--- src/rtl/event_mux_pkg.sv ---
// event_mux_pkg: shared constants, FSM state type and round-robin search for event_mux41_rr.
package event_mux_pkg;
  localparam int NCH = 4;
  localparam int SEL_W = 2;
  typedef enum logic {IDLE, OFFER} state_e;
  // Lowest offset from ptr (mod NCH) with a nonzero count wins.
  function automatic logic [SEL_W-1:0] rr_pick(input logic [NCH-1:0] nz, input logic [SEL_W-1:0] ptr);
    logic [SEL_W-1:0] sel;
    sel = ptr;
    for (int i = NCH - 1; i >= 0; i--)
      if (nz[ptr + SEL_W'(i)]) sel = ptr + SEL_W'(i);
    return sel;
  endfunction
endpackage

--- src/rtl/event_mux41_rr_pend_cnt.sv ---
// pend_cnt: per-channel rising-edge detect, saturating pending counter and sticky overflow flag.
module pend_cnt #(
  parameter int CNT_W = 3
) (
  input  logic clk,
  input  logic rst,
  input  logic req_i,
  input  logic grant_i,
  input  logic ovf_clr,
  output logic nonzero,
  output logic ovf
);
  logic req_q, req_d, ovf_q, ovf_d, ev, sat;
  logic [CNT_W-1:0] cnt_q, cnt_d;
  always_comb begin
    req_d = req_i;
    ev = req_i & ~req_q;
    sat = &cnt_q;
    cnt_d = (ev & ~grant_i & ~sat) ? cnt_q + 1'b1 : (grant_i & ~ev) ? cnt_q - 1'b1 : cnt_q;
    ovf_d = (ev & ~grant_i & sat) | (ovf_q & ~ovf_clr);
  end
  always_ff @(posedge clk or posedge rst)
    if (rst) begin
      req_q <= 1'b0;
      cnt_q <= '0;
      ovf_q <= 1'b0;
    end else begin
      req_q <= req_d;
      cnt_q <= cnt_d;
      ovf_q <= ovf_d;
    end
  assign nonzero = |cnt_q;
  assign ovf = ovf_q;
endmodule

--- src/rtl/event_mux41_rr.sv ---
// event_mux41_rr: merges four event lines onto one valid/ready channel tagged with the source number.
module event_mux41_rr
  import event_mux_pkg::*;
#(
  parameter int CNT_W = 3
) (
  input  logic             clk,
  input  logic             rst,
  input  logic [NCH-1:0]   req,
  input  logic             out_ready,
  output logic             out_valid,
  output logic [SEL_W-1:0] out_sel,
  output logic [NCH-1:0]   ovf,
  input  logic             ovf_clr
);
  state_e state_q, state_d;
  logic [SEL_W-1:0] ptr_q, ptr_d, sel_q, sel_d;
  logic [NCH-1:0] nz, grant;
  logic gnt;
  for (genvar i = 0; i < NCH; i++) begin : g_ch
    pend_cnt #(.CNT_W(CNT_W)) u_cnt (
      .clk(clk), .rst(rst), .req_i(req[i]), .grant_i(grant[i]),
      .ovf_clr(ovf_clr), .nonzero(nz[i]), .ovf(ovf[i])
    );
  end
  // Selection looks only at registered counts; a grant always forces one IDLE cycle.
  always_comb begin
    gnt = (state_q == OFFER) & out_ready;
    state_d = (state_q == IDLE) ? (|nz ? OFFER : IDLE) : (gnt ? IDLE : OFFER);
    sel_d = ((state_q == IDLE) & |nz) ? rr_pick(nz, ptr_q) : sel_q;
    ptr_d = gnt ? sel_q + 1'b1 : ptr_q;
    grant = gnt ? NCH'(1) << sel_q : '0;
  end
  always_ff @(posedge clk or posedge rst)
    if (rst) begin
      state_q <= IDLE;
      ptr_q <= '0;
      sel_q <= '0;
    end else begin
      state_q <= state_d;
      ptr_q <= ptr_d;
      sel_q <= sel_d;
    end
  assign out_valid = (state_q == OFFER);
  assign out_sel = sel_q;
endmodule
--- config.mk ---
export PLATFORM = sky130hd
export DESIGN_NAME = event_mux41_rr
export DESIGN_NICKNAME = d
export VERILOG_FILES = /design/src/rtl/event_mux_pkg.sv /design/src/rtl/event_mux41_rr_pend_cnt.sv /design/src/rtl/event_mux41_rr.sv
export SDC_FILE = /design/constraint.sdc
export NUM_CORES = 1
export LEC_CHECK = 0
export CAP_MARGIN = 20
export CORE_MARGIN = 4
export CORE_UTILIZATION = 37
export DETAILED_ROUTE_END_ITERATION = 16
export PLACE_DENSITY = 0.53
export SYNTH_ARGS = -nofsm -noshare
export SYNTH_HDL_FRONTEND = slang
export SYNTH_SLANG_ARGS = --single-unit
--- constraint.sdc ---
create_clock -name clk -period 2.4 [get_ports clk]
set_input_delay 0.48 -clock clk [delete_from_list [all_inputs] [get_ports clk]]
set_output_delay 0.48 -clock clk [all_outputs]
set_load 0.01 [all_outputs]
==> results of run 1 <==
[final timing paths]
kind / end / slack [ps] / cells past startpoint
hold reg to reg: ptr_q[0] / 520 / 2
max in group asynchronous: g_ch[3].u_cnt.ovf / 1590 / 3
setup reg to reg: g_ch[2].u_cnt.cnt_q[2] / 340 / 9
hold / removal: ptr_q[0] / 520 / 2
setup / recovery: g_ch[2].u_cnt.cnt_q[2] / 320 / 8
min in group asynchronous: g_ch[2].u_cnt.ovf / 570 / 3
[cells in the final DEF (no fill, tap or decap), drive strengths merged, types with 5 or more instances in the layout]
| cell | n |
|---|---|
| clkdlybuf4s50 | 14 |
| dfrtp | 25 |
| inv | 10 |
| nand2 | 14 |
| nand3 | 13 |
| nor3 | 5 |
| o21ai | 6 |
| o22ai | 5 |
| xor2 | 7 |
[layer usage]
metal	GRT usage	vias up	share of wire
met5	0	-	0
met2	0.178	13	0.50
met4	0.0456	0	0.0057
met1	0.140	471	0.47
li1	-	481	-
met3	0.0145	2	0.024
[sequential cells by signal, indices dropped and copies added (netlist names)]
signal            cells
g_ch.u_cnt.cnt_q     12
g_ch.u_cnt.ovf        4
g_ch.u_cnt.req_q      4
out_sel               2
out_valid             1
ptr_q                 2
[critical path, stage by stage]
cell and delay [ps]:
clkdlybuf4s50_1 490, nand3_1 160, and2_4 160, nand2_1 60, fa_1 400, nor3_1 270
a31o_1 150, a21oi_1 60
[through the flow]
| stage | instances | power (mW) | instance area, um^2 | setup slack (ps) |
|---|---|---|---|---|
| after global placement | 188 | 1.58 | 1560 | 93.9 |
| after detailed placement | 188 | 1.60 | 1560 | 34.7 |
| after CTS | 192 | 1.86 | 1610 | 305 |
| after floorplan | 131 | 1.37 | 1380 | 391 |
| final | 192 | 1.82 | 1610 | 320 |
| after global routing | 192 | 2.00 | 1610 | 204 |
[layout make-up]
class / count / area, um^2 / share of cell area
Clock buffer: 4 / 45.0 / 0.0281
Tap cell: 46 / 57.6 / 0.0359
Sequential cell: 25 / 626 / 0.390
Inverter: 10 / 37.5 / 0.0234
Timing Repair Buffer: 17 / 163 / 0.101
Multi-Input combinational cell: 90 / 677 / 0.422
[kinds of logic after synthesis]
logic type	after synthesis	share of synthesized area
DFF	25	0.454
adders and majority gates	8	0.0944
xor gates and xnor gates	7	0.0445
buffers and inverters	16	0.0554
and+or+nand+nor	43	0.174
AOI/OAI and AO/OA	25	0.123
muxes	7	0.0544
[power breakdown]
group | switching (mW) | internal [mW] | total, mW | leakage (nW)
combinational | 0.341 | 0.400 | 0.741 | 0.367
clock | 0.127 | 0.118 | 0.245 | 0.0228
sequential | 0.250 | 0.588 | 0.838 | 0.301
==> run summary, run 1 <==
fin nets -> 163
mapped cell area -> 1380 um^2
Resized Gates After CTS -> 0
Max Slew Vio Count -> 0
Worst R2R Start -> out_sel[0]
Final Hold Fails -> 0
TritonRoute pass-1 iters -> 4
GRT Total Usage -> 0.108
Final Util -> 0.463
crit path launch -> out_ready
DR vias/cell -> 5.04
P_leak -> 0.690 nW
vias in the first global route -> 955
top cells by area, synth -> dfrtp_1 45%, fa_1 5.8%, nand3_1 4.7%
CTS max path bufs -> 2
IO buf count -> 14
CTS Buf Count -> 3
PwrDens -> 1140 nW/um^2
Detail Placement HPWL -> 1900 um
maximum net fanout on the critical path -> 6
Worst IR Drop VDD -> 0.000446 V
Synth cell types -> 33
final wirelength -> 2470 um
ratio of cells with drive above 1 in the final layout -> 0.103
hold_ws -> 517 ps
count leader, synth -> dfrtp_1
TritonCTS Sinks -> 25
Worst Tran Pin Value -> 359 ps
HP Class -> reg2reg
clock tree from TritonCTS -> yes
Yosys warning count -> 0
Cells after Synth -> 131
DR vias -> 967
GR Overflow Total -> 0
final antenna diode count -> 0
core box area -> 3470 um^2
startpoint types -> primary input
critical path data arrival time -> 2230 ps
RSZ-0062 raised after global routing -> no
H-tree levels -> 1
cts hold-fix bufs -> 0
antenna violations before repair -> 0
EDFF count, synth -> 0
top post-synthesis cells by count -> 25 x dfrtp_1, 14 x nand2_1, 13 x nand3_1
# fillers -> 333
Setup CP Type -> in2reg
Syn Nets -> 147
DR WL/cell -> 12.9 um
die span in y -> 69.0 um
final setup skew -> 1.53 ps
status -> complete, no violations
sequential share of the synthesized area -> 0.454
area delta synth->final -> 16.4%
#FFs+latches synth -> 25
CTS root buf -> clkbuf_8
crit end category -> flop
Post-CTS Setup Inserts -> 0
Tcrit/Tclk final -> 0.867
highest clock rate -> 481 MHz
final RePlAce weighted congestion -> 0.783
minimum clock period after layout -> 2080 ps
Initial Utilization -> 0.398
ANT nets after route -> 0
largest net degree at the start of global routing -> 26
Main synth FF type -> dfrtp_1
ys async rst share -> 1.00
Max-slew headroom -> 0.759
Ports -> 15
share of the synthesized area in the top cell type -> 0.454
hold path start -> ptr_q[0]
clk slew on worst S/H paths -> 80 ps
clk_lat worst skew -> 260 ps
final setup TNS -> 0 ps
row cnt -> 21
chip width -> 69.0 um
Setup violations, final -> 0
Req. time, crit path -> 2550 ps
Max Cap Viol -> 0
first-pass GRT wire length -> 4230 um
DR iter-0 viols -> 29
cell taking the most area after synthesis -> dfrtp_1
DRC violations left -> 0
Avg Inst Size Synth -> 10.5 um^2
area of the die -> 4770 um^2
(Power assumes the default switching activity.)
==> inputs of run 2 (changes only) <==
ABC_AREA = 1   (was not set)
ABC_CLOCK_PERIOD_IN_PS = 2400   (was not set)
CORE_MARGIN = not set   (was 4)
==> run summary, run 2 <==
TritonCTS Sinks -> 25
count leader, synth -> nand2_1
Final Hold Fails -> 0
FF-to-FF End -> g_ch[1].u_cnt.cnt_q[2]
minimum clock period after layout -> 1960 ps
EDFF count, synth -> 0
XOR/XNOR Fraction of Synth Area -> 0.0702
crit end category -> flop
ys async rst share -> 1.00
crit path launch -> out_ready
Tot Pwr -> 2.13 mW
top post-synthesis cells by count -> 32 x nand2_1, 26 x nand3_1, 25 x dfrtp_1
antenna violations before repair -> 0
Max Cap Viol -> 0
DRC violations left -> 0
critical path data arrival time -> 2120 ps
DR vias -> 1147
clk slew on worst S/H paths -> 90 ps
CTS root buf -> clkbuf_8
area of the die -> 4360 um^2
Avg Inst Size Synth -> 9.18 um^2
die span in y -> 66.0 um
Ports -> 15
Post-Synth Adder-Cell Area -> 0.0859
complex-gate fraction of the synthesized area -> 0.0504
Psw -> 0.953 mW
Worst R2R Path Depth -> 7
fin nets -> 195
commonest non-fill, non-tap cell in the layout -> nand2_1
Most flops, register -> g_ch.u_cnt.cnt_q
Post-CTS Setup Inserts -> 0
clk_lat worst skew -> 270 ps
Req. time, crit path -> 2560 ps
largest net degree at the start of global routing -> 26
largest family of logic cells by synthesized area -> simple AND/OR/NAND/NOR gates
Detail Placement HPWL -> 2290 um
Clk pwr share -> 0.118
Worst IR Drop VDD -> 0.000680 V
Switching Share -> 0.446
highest clock rate -> 509 MHz
most frequent cells in the layout -> 32 x nand2_1, 26 x nand3_1, 25 x dfrtp_1
CP endpoint -> g_ch[1].u_cnt.cnt_q[2]
CTS max path bufs -> 2
Final Util -> 0.453
vias in the first global route -> 1234
core box area -> 3800 um^2
Initial Utilization -> 0.399
ANT nets after route -> 0
DR iter-0 viols -> 34
final wirelength -> 2920 um
Max-slew headroom -> 0.668
DR WL/cell -> 12.9 um
multiplexer share of the synthesized area -> 0.0504
mapped cell area -> 1520 um^2
area share of and/or/nand/nor cells after synthesis -> 0.244
Yosys warning count -> 0
Multi-input gate area -> 758 um^2
Max Slew Vio Count -> 0
ratio of cells with drive above 1 in the final layout -> 0.112
top cells by area, synth -> dfrtp_1 41%, nand3_1 8.6%, nand2_1 7.9%
Setup CP Type -> in2reg
Resized Gates After CTS -> 0
startpoint types -> primary input
share of the synthesized area in the top cell type -> 0.413
area delta synth->final -> 13.6%
final antenna diode count -> 0
IO buf count -> 14
Worst R2R Setup Slack -> 490 ps
first-pass GRT wire length -> 5290 um
final setup skew -> 5.76 ps
Synth cell types -> 31
Setup violations, final -> 0
sequential share of power -> 0.404
Tcrit/Tclk final -> 0.819
Slowest-stage cell, CP -> clkdlybuf4s50_1
GRT Total Usage -> 0.158
HP Class -> reg2reg
max incr delay on CP -> 420 ps
H-tree levels -> 1
TritonRoute pass-1 iters -> 4
cell taking the most area after synthesis -> dfrtp_1
Sequential Area -> 626 um^2
DR vias/cell -> 5.08
cts hold-fix bufs -> 0
# fillers -> 367
final setup TNS -> 0 ps
Cell Int Power -> 1.18 mW
final RePlAce weighted congestion -> 0.820
Largest register FFs -> 12
Cells after Synth -> 165
PwrDens -> 1240 nW/um^2
Syn Nets -> 181
GR Overflow Total -> 0
sequential share of the synthesized area -> 0.413
maximum net fanout on the critical path -> 10
combinational share of power -> 0.478
Worst Tran Pin Value -> 499 ps
#FFs+latches synth -> 25
CTS Buf Count -> 3
CP Cell Sequence -> clkdlybuf4s50_1, nand2_2, inv_2, nand2_1, nand4_1, fa_1, mux2_2, xnor2_1
status -> complete, no violations
Worst R2R Start -> out_sel[1]
Main synth FF type -> dfrtp_1
RSZ-0062 raised after global routing -> no
P_leak -> 0.803 nW
clock tree from TritonCTS -> yes
row cnt -> 22
chip width -> 66.0 um
## run 2: cell count changes after synthesis, moves of 3 or more
cell	previous run	this run
nand2_1	14	32
nand3_1	13	26
inv_1	10	20
nor2_1	0	4
nor2b_1	4	0
nand4_2	0	3
nor3_1	3	0
nor4_1	0	3
xnor2_1	0	3
## run 2: logic make-up after synthesis
family | after synthesis
simple gates | 74
flops | 25
fa+ha+maj | 8
buf+inv | 28
xor+xnor | 10
mux | 7
compound gates | 13
## run 2: power groups by stage
stage / combinational (mW) / clock (mW) / sequential (mW)
after detailed placement: 1.02 / 0 / 0.878
after CTS: 1.02 / 0.264 / 0.869
after global routing: 1.18 / 0.281 / 0.900
after floorplan: 0.849 / 0 / 0.774
after global placement: 0.979 / 0 / 0.869
final: 1.02 / 0.251 / 0.863
## run 2: cell type report
type                            count  area share
Multi-Input combinational cell    112       0.440
Sequential cell                    25       0.363
Timing Repair Buffer               15      0.0858
Inverter                           22      0.0494
Tap cell                           48      0.0349
Clock buffer                        4      0.0262
## run 2: how the worst min path moves through the flow
stage / startpoint / to / slack (ps) / cells after the start
floorplan: g_ch[0].u_cnt.cnt_q[2] / g_ch[0].u_cnt.cnt_q[2] / 480 / 1
global placement: g_ch[2].u_cnt.ovf / g_ch[2].u_cnt.ovf / 520 / 2
detailed placement: g_ch[0].u_cnt.cnt_q[2] / g_ch[0].u_cnt.cnt_q[2] / 530 / 1
CTS: g_ch[0].u_cnt.cnt_q[2] / g_ch[0].u_cnt.cnt_q[2] / 540 / 1
global route: g_ch[2].u_cnt.cnt_q[2] / g_ch[2].u_cnt.cnt_q[2] / 560 / 1
finish: g_ch[0].u_cnt.cnt_q[2] / g_ch[0].u_cnt.cnt_q[2] / 540 / 1
## run 2: critical path: cells and delay by family
kind | cells | cell delay, ps
buf+inv | 2 | 510
fa+ha+maj | 1 | 400
simple gates | 3 | 330
mux | 1 | 290
xor+xnor | 1 | 120
## run 2: layer usage
layer | share of wire | track usage | wire length [um] | vias up
met5 | 0 | 0 | 0 | -
met4 | 0.0075 | 0.0372 | 22 | 0
met3 | 0.032 | 0.0414 | 92 | 4
met2 | 0.49 | 0.283 | 1430 | 17
met1 | 0.47 | 0.187 | 1380 | 558
li1 | - | - | - | 568
## run 2: per-stage QoR
stage / area [um^2] / hold WS (ps) / std cells / setup slack (ps)
3_5_place_dp: 1680 / 526 / 222 / 136
2_1_floorplan: 1520 / 483 / 165 / 617
6_report: 1720 / 538 / 226 / 435
4_1_cts: 1720 / 540 / 226 / 430
3_3_place_gp: 1680 / 518 / 222 / 182
5_1_grt: 1720 / 561 / 226 / 301
